--- src/rtl/mchan_arb_cmd_queue_ipa.sv ---
// In-order command/ID queue between the MCHAN request arbiter and the command consumer.
// One cycle fall-through with no bypass; gnt_o drops while the queue is full and never depends on req_i or gnt_i.
module mchan_arb_cmd_queue_ipa #(
  parameter int DATA_WIDTH = 32,
  parameter int N_MASTER   = 2,
  parameter int ID_WIDTH   = (N_MASTER > 1) ? $clog2(N_MASTER) : 1,
  parameter int DEPTH      = 4,
  parameter int AF_LEVEL   = DEPTH - 1,
  parameter int CNT_WIDTH  = $clog2(DEPTH + 1)
) (
  input  logic                  clk,
  input  logic                  rst,
  input  logic                  req_i,
  output logic                  gnt_o,
  input  logic [DATA_WIDTH-1:0] data_i,
  input  logic [ID_WIDTH-1:0]   id_i,
  output logic                  req_o,
  input  logic                  gnt_i,
  output logic [DATA_WIDTH-1:0] data_o,
  output logic [ID_WIDTH-1:0]   id_o,
  output logic [CNT_WIDTH-1:0]  count_o,
  output logic                  almost_full_o
);

  localparam int PTR_W = (DEPTH > 1) ? $clog2(DEPTH) : 1;

  logic [DATA_WIDTH-1:0] data_mem_q [DEPTH];
  logic [ID_WIDTH-1:0]   id_mem_q   [DEPTH];

  logic [PTR_W-1:0]     wr_ptr_q, wr_ptr_d;
  logic [PTR_W-1:0]     rd_ptr_q, rd_ptr_d;
  logic [CNT_WIDTH-1:0] count_q, count_d;
  logic                 push, pop;

  // Explicit wrap so non-power-of-two depths index correctly.
  function automatic logic [PTR_W-1:0] ptr_inc(input logic [PTR_W-1:0] p);
    return (p == PTR_W'(DEPTH - 1)) ? '0 : p + PTR_W'(1);
  endfunction

  assign gnt_o         = !rst && (count_q != CNT_WIDTH'(DEPTH));
  assign req_o         = (count_q != '0);
  assign push          = req_i && gnt_o;
  assign pop           = req_o && gnt_i;
  assign data_o        = req_o ? data_mem_q[rd_ptr_q] : '0;
  assign id_o          = req_o ? id_mem_q[rd_ptr_q] : '0;
  assign count_o       = count_q;
  assign almost_full_o = (count_q >= CNT_WIDTH'(AF_LEVEL));

  always_comb begin
    wr_ptr_d = wr_ptr_q;
    rd_ptr_d = rd_ptr_q;
    count_d  = count_q;
    if (push) wr_ptr_d = ptr_inc(wr_ptr_q);
    if (pop)  rd_ptr_d = ptr_inc(rd_ptr_q);
    case ({push, pop})
      2'b10:   count_d = count_q + CNT_WIDTH'(1);
      2'b01:   count_d = count_q - CNT_WIDTH'(1);
      default: count_d = count_q;
    endcase
  end

  always_ff @(posedge clk) begin
    if (rst) begin
      wr_ptr_q <= '0;
      rd_ptr_q <= '0;
      count_q  <= '0;
    end else begin
      wr_ptr_q <= wr_ptr_d;
      rd_ptr_q <= rd_ptr_d;
      count_q  <= count_d;
    end
  end

  // Storage carries no reset; validity is tracked by count_q alone.
  always_ff @(posedge clk) begin
    if (push) begin
      data_mem_q[wr_ptr_q] <= data_i;
      id_mem_q[wr_ptr_q]   <= id_i;
    end
  end

endmodule

--- config.mk ---
export PLATFORM = sky130hd
export DESIGN_NAME = mchan_arb_cmd_queue_ipa
export DESIGN_NICKNAME = d
export VERILOG_FILES = /design/src/rtl/mchan_arb_cmd_queue_ipa.sv
export SDC_FILE = /design/constraint.sdc
export NUM_CORES = 1
export LEC_CHECK = 0
export BUFFER_PORTS_ARGS = -buffer_cell sky130_fd_sc_hd__buf_4
export CAP_MARGIN = 25
export CORE_MARGIN = 2
export CORE_UTILIZATION = 30
export CTS_CLUSTER_DIAMETER = 120
export DETAILED_ROUTE_END_ITERATION = 8
export GPL_ROUTABILITY_DRIVEN = 0
export GPL_TIMING_DRIVEN = 0
export PLACE_DENSITY_LB_ADDON = 0.1
export SLEW_MARGIN = 10
export SYNTH_ARGS = -nofsm -noshare
export SYNTH_HDL_FRONTEND = slang
export SYNTH_SLANG_ARGS = --single-unit
--- constraint.sdc ---
create_clock -name clk -period 3.1 [get_ports clk]
set_input_delay 0.31 -clock clk [delete_from_list [all_inputs] [get_ports clk]]
set_output_delay 0.31 -clock clk [all_outputs]
set_load 0.01 [all_outputs]
==> impl_metrics.toml, run 1 <==
[drt]
initialDrtViolationCount = 165
drtPass1Iterations = 4
routed_wl_um = 11100
wl_per_cell_um = 18.2
vias = 2706
ant_nets = 0
via_per_inst = 4.46
drc_errors = 0

[status]
outcome = "completed"

[synth]
ys_seq_elements = 141
yosysWarnings = 0
yosys.area.top_type = "edfxtp_1"
synth_compound_area_frac = 0.00731
synth_top_family_by_area = "multiplexers"
yosysSeqAreaShare = 0.733
muxShareOfSynthArea = 0.140
synth_top_cell_area_share = 0.702
synthAdderAreaFrac = 0.0168
yosys.area_share.simple = 0.0744
postSynthCellCount = 263
synth_xor_area_frac = 0.00310
synth_area_um2 = 5650
synth_area_per_cell_um2 = 21.5
synth_fp_nets = 307
ys_top_cells_by_area = "edfxtp_1 70%, mux4_2 12%, dfxtp_1 3.2%, nor2b_4 2.9%, nor2b_1 2.3%"
synth_cell_types = 28

[floorplanning]
fp.dieW_um = 141
fp.dieH_um = 141
fp.dieArea_um2 = 19900
ios = 76
initial_utilization = 0.304
num_rows = 50
core_area_um2 = 18600

[setup_path]
cp_cell_sequence = "nor3b_2, nor3b_4, inv_1, ha_1, inv_1, fa_1, xor2_1, or3_1, a21oi_1"
crit_top_cell = "inv_1"
endpoint_kind = "flip-flop"
critical_path.top_delay_family = "simple AND/OR/NAND/NOR gates"
cp.required_ns = 3.44
crit_buf_inv = 2
cp.arrival_ns = 2.69
crit_type = "flip-flop to flip-flop"
cp_slowest_stage_delay_ns = 0.48
cp-start-kind = "flip-flop"
cp_max_fo = 7
critical_path.slowest_cell = "dfxtp_1"

[timing]
finalHoldViolCount = 0
fin_crit_sh = 0.758
timing.slew.headroom = 0.614
tightest_slew_ns = 0.579
setup_viol = 0
max_freq_mhz = 426
maxSlewViolCount = 0
rsz0062_at_grt = "false"
tns_ns = 0
finalCriticalPeriod_ns = 2.35
clock_skew_ns = 0.00561

[layout]
area_delta_synth_final_pct = 28.4
fin_area_um2 = 7250
regArea_um2 = 4140
multi_input_area_um2 = 1370
fillers = 1693
diodes = 0
fin_nets = 404
final_layout_size_suffix_gt1_frac = 0.464

[global_route]
grt_pass1_wl_um = 16700
first_global_vias = 2914
grt_use_total = 0.118
overflow = 0
antenna_found_initial = 0
grt_max_degree = 34

[power]
p_per_area_nw_per_um2 = 873
p_leak_uw = 0.00253
irDropWorstVdd_v = 0.000412

[placement]
placed_cell_area_um2 = 6500
port_buffers = 74
dp.final_hpwl_um = 6410

[clocking]
clk_pin_slew_ns = 0.06
postCtsSetupBuffers = 0
cts_buffer_depth = 2
cts_num_sinks = 141
cts_tree = "built"
root_buffer = "clkbuf_16"
insertion_delay_ns = 0.41
htreeDepth = 4
cts_resized = 0
cts_hold_buf = 0
cts_buffers = 17

[run]
drv_cap = 0

[hold_path]
hold_path.class = "input pin to flip-flop"
[final cells by class]
type / count / area share
buffer: 12 / 0.0154
clock buffer: 17 / 0.0586
clock inverter: 15 / 0.0335
inverter: 8 / 0.00414
multi-input combinational: 102 / 0.188
sequential: 141 / 0.571
tap: 234 / 0.0404
timing repair buffer: 78 / 0.0887
[worst register-to-register path: cells and delay by family (launching register included)]
| family | cells | cell delay, ns |
|---|---|---|
| and+or+nand+nor | 3 | 0.77 |
| adders and majority gates | 2 | 0.56 |
| DFF | 1 | 0.48 |
| buffers and inverters | 2 | 0.16 |
| xor gates and xnor gates | 1 | 0.16 |
| AOI/OAI and AO/OA | 1 | 0.15 |
[power by group]
part	leakage [uW]	switching, uW	total, uW	internal [uW]
combinational	0.000942	845	1750	903
clock	0.000317	777	2280	1510
sequential	0.00127	66.3	2300	2230
total	0.00253	1690	6330	4640
[kinds of logic (layout without fill, tap and decap cells)]
kind of cell | count (synthesis) | count (layout)
AO/OA/AOI/OAI | 6 | 6
XOR/XNOR | 2 | 2
adder cells (fa/ha/maj) | 7 | 7
buffers and inverters | 20 | 130
flip-flops | 141 | 141
multiplexers | 36 | 36
AND/OR/NAND/NOR | 51 | 51
[layer usage]
| metal | up-vias | track usage | routed length [um] |
|---|---|---|---|
| met3 | 11 | 0.0469 | 610 |
| met5 | - | 0 | 0 |
| met1 | 1395 | 0.142 | 4820 |
| li1 | 1233 | - | - |
| met4 | 0 | 0.0474 | 144 |
| met2 | 67 | 0.192 | 5510 |
[registers in the layout, indices dropped and copies added, names as in the netlist, named ones only]
name / cells
count_o: 3
data_mem_q: 128
rd_ptr_q: 2
id_mem_q: 4
wr_ptr_q: 2
[Yosys cell counts]
cell type    n
o21ai_0      1
nand2_1      1
inv_1        8
nor2b_1     21
mux2_4       2
nor2_1       8
edfxtp_1   132
buf_2        5
buf_6        1
or3_1        2
nor3b_2      1
clkbuf_1     2
xor2_1       2
a21o_2       1
ha_1         6
nor3_4       1
mux4_1       2
nor2b_4     12
buf_12       3
a21oi_1      3
fa_1         1
clkbuf_4     1
mux4_2      31
and2_2       4
nor3b_4      1
mux2i_1      1
dfxtp_1      9
o31ai_2      1
[per-stage QoR]
step / hold WS [ns] / total power (uW) / worst slack [ns] / util / std cells
6_report: 0.0908 / 6330 / 0.750 / 0.390 / 607
2_1_floorplan: 0.409 / 3420 / 0.939 / - / 263
3_3_place_gp: 0.498 / 4110 / 0.759 / 0.350 / 571
5_1_grt: 0.0613 / 6650 / 0.625 / 0.390 / 607
3_5_place_dp: 0.497 / 4120 / 0.730 / 0.350 / 571
4_1_cts: 0.0702 / 6430 / 0.685 / 0.386 / 603
[path summary, 6_finish.rpt]
kind,from,end,slack (ns),cells past startpoint
hold / removal,data_i[13],data_mem_q[3][13]$_DFFE_PP_,0.09,1
hold reg to reg,rd_ptr_q[0]$_SDFFE_PP0P_,rd_ptr_q[0]$_SDFFE_PP0P_,0.51,2
setup / recovery,count_o[2]$_SDFFE_PP0P_,count_o[2]$_SDFFE_PP0P_,0.75,9
setup reg to reg,count_o[2]$_SDFFE_PP0P_,count_o[2]$_SDFFE_PP0P_,0.75,9
[layout by cell type (no fill, tap or decap), types with 2 or more instances in the layout]
cell / netlist / routed
mux4_1: 2 / 2
clkbuf_1: 2 / 2
clkbuf_16: 0 / 17
and2_2: 4 / 4
xor2_1: 2 / 2
inv_6: 0 / 2
clkinv_2: 0 / 2
nor2_1: 8 / 8
buf_12: 3 / 6
mux2_4: 2 / 2
dfxtp_1: 9 / 9
inv_1: 8 / 8
nor2b_1: 21 / 21
edfxtp_1: 132 / 132
buf_2: 5 / 5
a21oi_1: 3 / 3
mux4_2: 31 / 31
ha_1: 6 / 6
bufinv_16: 0 / 6
or3_1: 2 / 2
clkinvlp_4: 0 / 3
buf_4: 0 / 74
nor2b_4: 12 / 12
Power figures use the tool's default switching activity.
==> run 2: changes to the inputs <==
clock period = 2.3 ns   (was 3.1 ns; I/O delays follow)
==> impl_metrics.toml, run 2 (same netlist as run 1, synthesis figures left out) <==
[layout]
final_util = 0.407
largest_reg_flops = 128
final_layout_size_suffix_gt1_frac = 0.443
final_cell_mix = "132 x edfxtp_1, 79 x buf_4, 31 x mux4_2, 27 x dlygate4sd3_1, 21 x nor2b_1"
largest-register = "data_mem_q"
fin_nets = 433
diodes = 0
layout_commonest_cell = "edfxtp_1"
area_delta_synth_final_pct = 33.9

[drt]
ant_nets = 0
via_per_inst = 4.41
routed_wl_um = 11100
drc_errors = 0
wl_per_cell_um = 17.5
drtPass1Iterations = 4
vias = 2802
initialDrtViolationCount = 182

[setup_path]
cp_slowest_stage_delay_ns = 0.38
cp_max_fo = 7
endpoint_kind = "flip-flop"
critical_path.slowest_cell = "dfxtp_2"
cp.arrival_ns = 2.51
cp.required_ns = 2.63
cp-start-kind = "flip-flop"
crit_type = "flip-flop to flip-flop"
crit_buf_inv = 2
cp_cell_sequence = "nor3b_4, nor3b_4, inv_1, ha_1, inv_1, fa_1, xor2_1, or3_1, a21oi_1"
critical_path.top_delay_family = "simple AND/OR/NAND/NOR gates"

[power]
irDropWorstVdd_v = 0.000584
total_power_uw = 8640
p_leak_uw = 0.00266
p_per_area_nw_per_um2 = 1140

[timing]
max_freq_mhz = 460
timing.slew.headroom = 0.615
postLayoutSetupSlackWorst_ns = 0.126
finalHoldViolCount = 0
finalCriticalPeriod_ns = 2.17
fin_crit_sh = 0.945
maxSlewViolCount = 0
setup_viol = 0
rsz0062_at_grt = "false"
clock_skew_ns = 0.00708
tightest_slew_ns = 0.578

[floorplanning]
core_area_um2 = 18600
initial_utilization = 0.304
fp.dieW_um = 141
fp.dieH_um = 141
ios = 76
num_rows = 50
fp.dieArea_um2 = 19900

[global_route]
overflow = 0
grt_max_degree = 34
grt_pass1_wl_um = 16900
first_global_vias = 2992
antenna_found_initial = 0
grt_use_total = 0.120

[run]
drv_cap = 0

[placement]
dp_slack_ns = -0.0703
dp.final_hpwl_um = 6410
port_buffers = 74

[clocking]
clk_pin_slew_ns = 0.06
insertion_delay_ns = 0.42
htreeDepth = 4
cts_buffers = 17
root_buffer = "clkbuf_16"
cts_buffer_depth = 2
cts_num_sinks = 141
cts_tree = "built"

[hold_path]
hold_path.class = "input pin to flip-flop"

[status]
outcome = "completed"
run 2: per-stage QoR:
step / instance area [um2] / hold slack [ns] / cells / setup TNS [ns]
after global placement: 6500 / 0.431 / 571 / -4.07
after global routing: 7570 / 0.000338 / 636 / 0
after detailed placement: 6500 / 0.435 / 571 / -7.18
final: 7570 / 0.0187 / 636 / 0
after CTS: 7440 / 0.000614 / 629 / -8.84
after floorplan: 5650 / 0.329 / 263 / 0
run 2: area by class of cell:
type	count	area, um2
repair buffers	107	928
well taps	234	293
fillers	1678	11000
clock inverters	15	243
inverters	8	30.0
plain buffers	12	125
flip-flops and latches	141	4150
multi-input cells	102	1370
clock buffers	17	425
run 2: what timing repair did:
item | in CTS | in global routing
setup endpoints to repair | 144 | 2
hold endpoints to repair | 92 | 9
gates resized for setup | 4 | 5
setup buffers | 2 | 0
hold buffers | 24 | 3
run 2: power by group:
group / switching (uW) / leakage, uW / total, uW / internal [uW]
Clock: 1040 / 0.000317 / 3080 / 2030
Sequential: 92.6 / 0.00127 / 3110 / 3010
Combinational: 1160 / 0.00107 / 2460 / 1300
run 2: final timing paths:
| path | from | to | slack (ns) | cells after the start |
|---|---|---|---|---|
| worst max-delay path | count_o[0]$_SDFFE_PP0P_ | count_o[2]$_SDFFE_PP0P_ | 0.13 | 9 |
| worst min-delay path | data_i[5] | data_mem_q[2][5]$_DFFE_PP_ | 0.02 | 1 |
| worst max register to register | count_o[0]$_SDFFE_PP0P_ | count_o[2]$_SDFFE_PP0P_ | 0.13 | 9 |
| worst min register to register | rd_ptr_q[0]$_SDFFE_PP0P_ | rd_ptr_q[0]$_SDFFE_PP0P_ | 0.50 | 2 |
run 2: worst register-to-register path, cell delays in order (launching register included):
cell	delay, ns
dfxtp_2	0.38
nor3b_4	0.27
nor3b_4	0.10
inv_1	0.10
ha_1	0.19
inv_1	0.06
fa_1	0.37
xor2_1	0.16
or3_1	0.32
a21oi_1	0.16
run 2: metal layers:
layer / GRT usage / vias up / wire (um)
met3: 0.0448 / 11 / 546
met1: 0.145 / 1436 / 4880
met4: 0.0474 / 0 / 144
li1: - / 1290 / -
met2: 0.194 / 65 / 5560
met5: 0 / - / 0
==> run 3: changes to the inputs <==
CELL_PAD_IN_SITES_DETAIL_PLACEMENT = 1   (was not set)
CELL_PAD_IN_SITES_GLOBAL_PLACEMENT = 2   (was not set)
CORE_MARGIN = not set   (was 2)
==> impl_metrics.toml, run 3 (same netlist as run 1, synthesis figures left out) <==
[timing]
maxSlewViolCount = 0
tightest_slew_ns = 0.566
clock_skew_ns = 0.0117
finalCriticalPeriod_ns = 2.15
fin_crit_sh = 0.934
max_freq_mhz = 465
finalHoldViolCount = 0
timing.slew.headroom = 0.623
postLayoutSetupSlackWorst_ns = 0.152
hold_ws_ns = 0.0188
setup_viol = 0
rsz0062_at_grt = "false"

[drt]
via_per_inst = 4.53
drtPass1Iterations = 6
vias = 2789
wl_per_cell_um = 18.8
drc_errors = 7
ant_nets = 0
routed_wl_um = 11600
initialDrtViolationCount = 157

[floorplanning]
core_area_um2 = 18200
fp.dieW_um = 139
num_rows = 49
initial_utilization = 0.310
fp.dieArea_um2 = 19400
fp.dieH_um = 139
ios = 76

[global_route]
grt_use_met1 = 0.167
grt_use_total = 0.131
overflow = 0
grt-busiest-layer = "met2"
grt_max_degree = 24
use_met3 = 0.0389
first_global_vias = 3128
grt_pass1_wl_um = 18200
grt_util_met2 = 0.207
antenna_found_initial = 0

[layout]
final_util = 0.404
final_cell_mix = "132 x edfxtp_1, 80 x buf_4, 31 x mux4_2, 21 x nor2b_1, 17 x clkbuf_16"
layout_commonest_cell = "edfxtp_1"
fin_nets = 419
diodes = 0
area_delta_synth_final_pct = 30.3
largest_reg_flops = 128
final_layout_size_suffix_gt1_frac = 0.450
largest-register = "data_mem_q"
fin_cells = 616

[clocking]
cts_tree = "built"
cts_buffer_depth = 2
insertion_delay_ns = 0.42
cts_num_sinks = 141
clk_pin_slew_ns = 0.06
cts_buffers = 17
root_buffer = "clkbuf_16"
htreeDepth = 4

[hold_path]
hold_path.class = "input pin to flip-flop"

[power]
irDropWorstVdd_v = 0.000617
p_leak_uw = 0.00257
total_power_uw = 8350
p_per_area_nw_per_um2 = 1130

[setup_path]
crit_type = "flip-flop to primary output"
cp-start-kind = "flip-flop"
cp.arrival_ns = 1.92
cp_max_fo = 10
endpoint_kind = "primary output"
cp.required_ns = 2.07

[status]
outcome = "complete, but fails checks"
violations = "DRC"

[placement]
port_buffers = 74
dp_slack_ns = -0.0433
dp.final_hpwl_um = 7260
placedCellCount = 570

[run]
drv_cap = 0
==> run 3: cell types whose count changed in the layout (fill, tap and decap cells not counted) <==
cell	delta
dlygate4sd3_1	-13
clkbuf_1	+2
clkinv_2	+1
bufinv_16	-2
inv_6	-2
clkinvlp_4	-1
buf_4	+1
buf_2	-2
clkinv_4	+1
==> run 3: timing repair <==
item / CTS / global route
setup endpoints to repair: 14 / 23
resized for setup: 8 / 3
endpoints found under the hold margin: 48 / 0
setup buffers: 0 / 1
hold buffers: 14 / 0
pin swaps: 1 / 1
==> run 3: path summary, 6_finish.rpt <==
kind,slack (ns),depth (start not counted),end,startpoint
setup / recovery,0.15,5,data_o[11],flip-flop
hold reg to reg,0.50,2,rd_ptr_q[0]$_SDFFE_PP0P_,rd_ptr_q[0]$_SDFFE_PP0P_
hold / removal,0.02,1,data_mem_q[0][31]$_DFFE_PP_,data_i[31]
setup reg to reg,0.16,9,count_o[2]$_SDFFE_PP0P_,count_o[1]$_SDFFE_PP0P_
==> run 3: where the power goes <==
group	switching, uW	internal [uW]
Sequential	98.5	3010
Combinational	1160	1270
Clock	1010	1800
Total	2270	6090
==> run 3: area by class of cell <==
| type | instances | area (um2) |
|---|---|---|
| buffer | 12 | 130 |
| clock inverter | 12 | 171 |
| timing repair buffer | 93 | 791 |
| multi-input combinational | 102 | 1370 |
| inverter | 8 | 30.0 |
| clock buffer | 19 | 433 |
| tap | 229 | 287 |
| fill | 1762 | 10800 |
| sequential | 141 | 4150 |
==> run 3: through the flow <==
stage	cell area (um2)	setup TNS, ns
after floorplan	5650	0
after global placement	6490	-15.21
after detailed placement	6580	-0.0433
after CTS	7350	0
after global routing	7360	0
final	7360	0
==> run 3: metal layers <==
metal / vias to the layer above / share of wire
met5: - / 0
met4: 0 / 0.016
met3: 16 / 0.042
met2: 60 / 0.49
met1: 1449 / 0.45
li1: 1264 / -
==> run 3: worst max-delay path: stages (launching register included) <==
cell and delay, ns:
dfxtp_1 0.30, clkbuf_1 0.28, buf_4 0.29, mux4_2 0.33, nor2b_4 0.15, buf_4 0.14
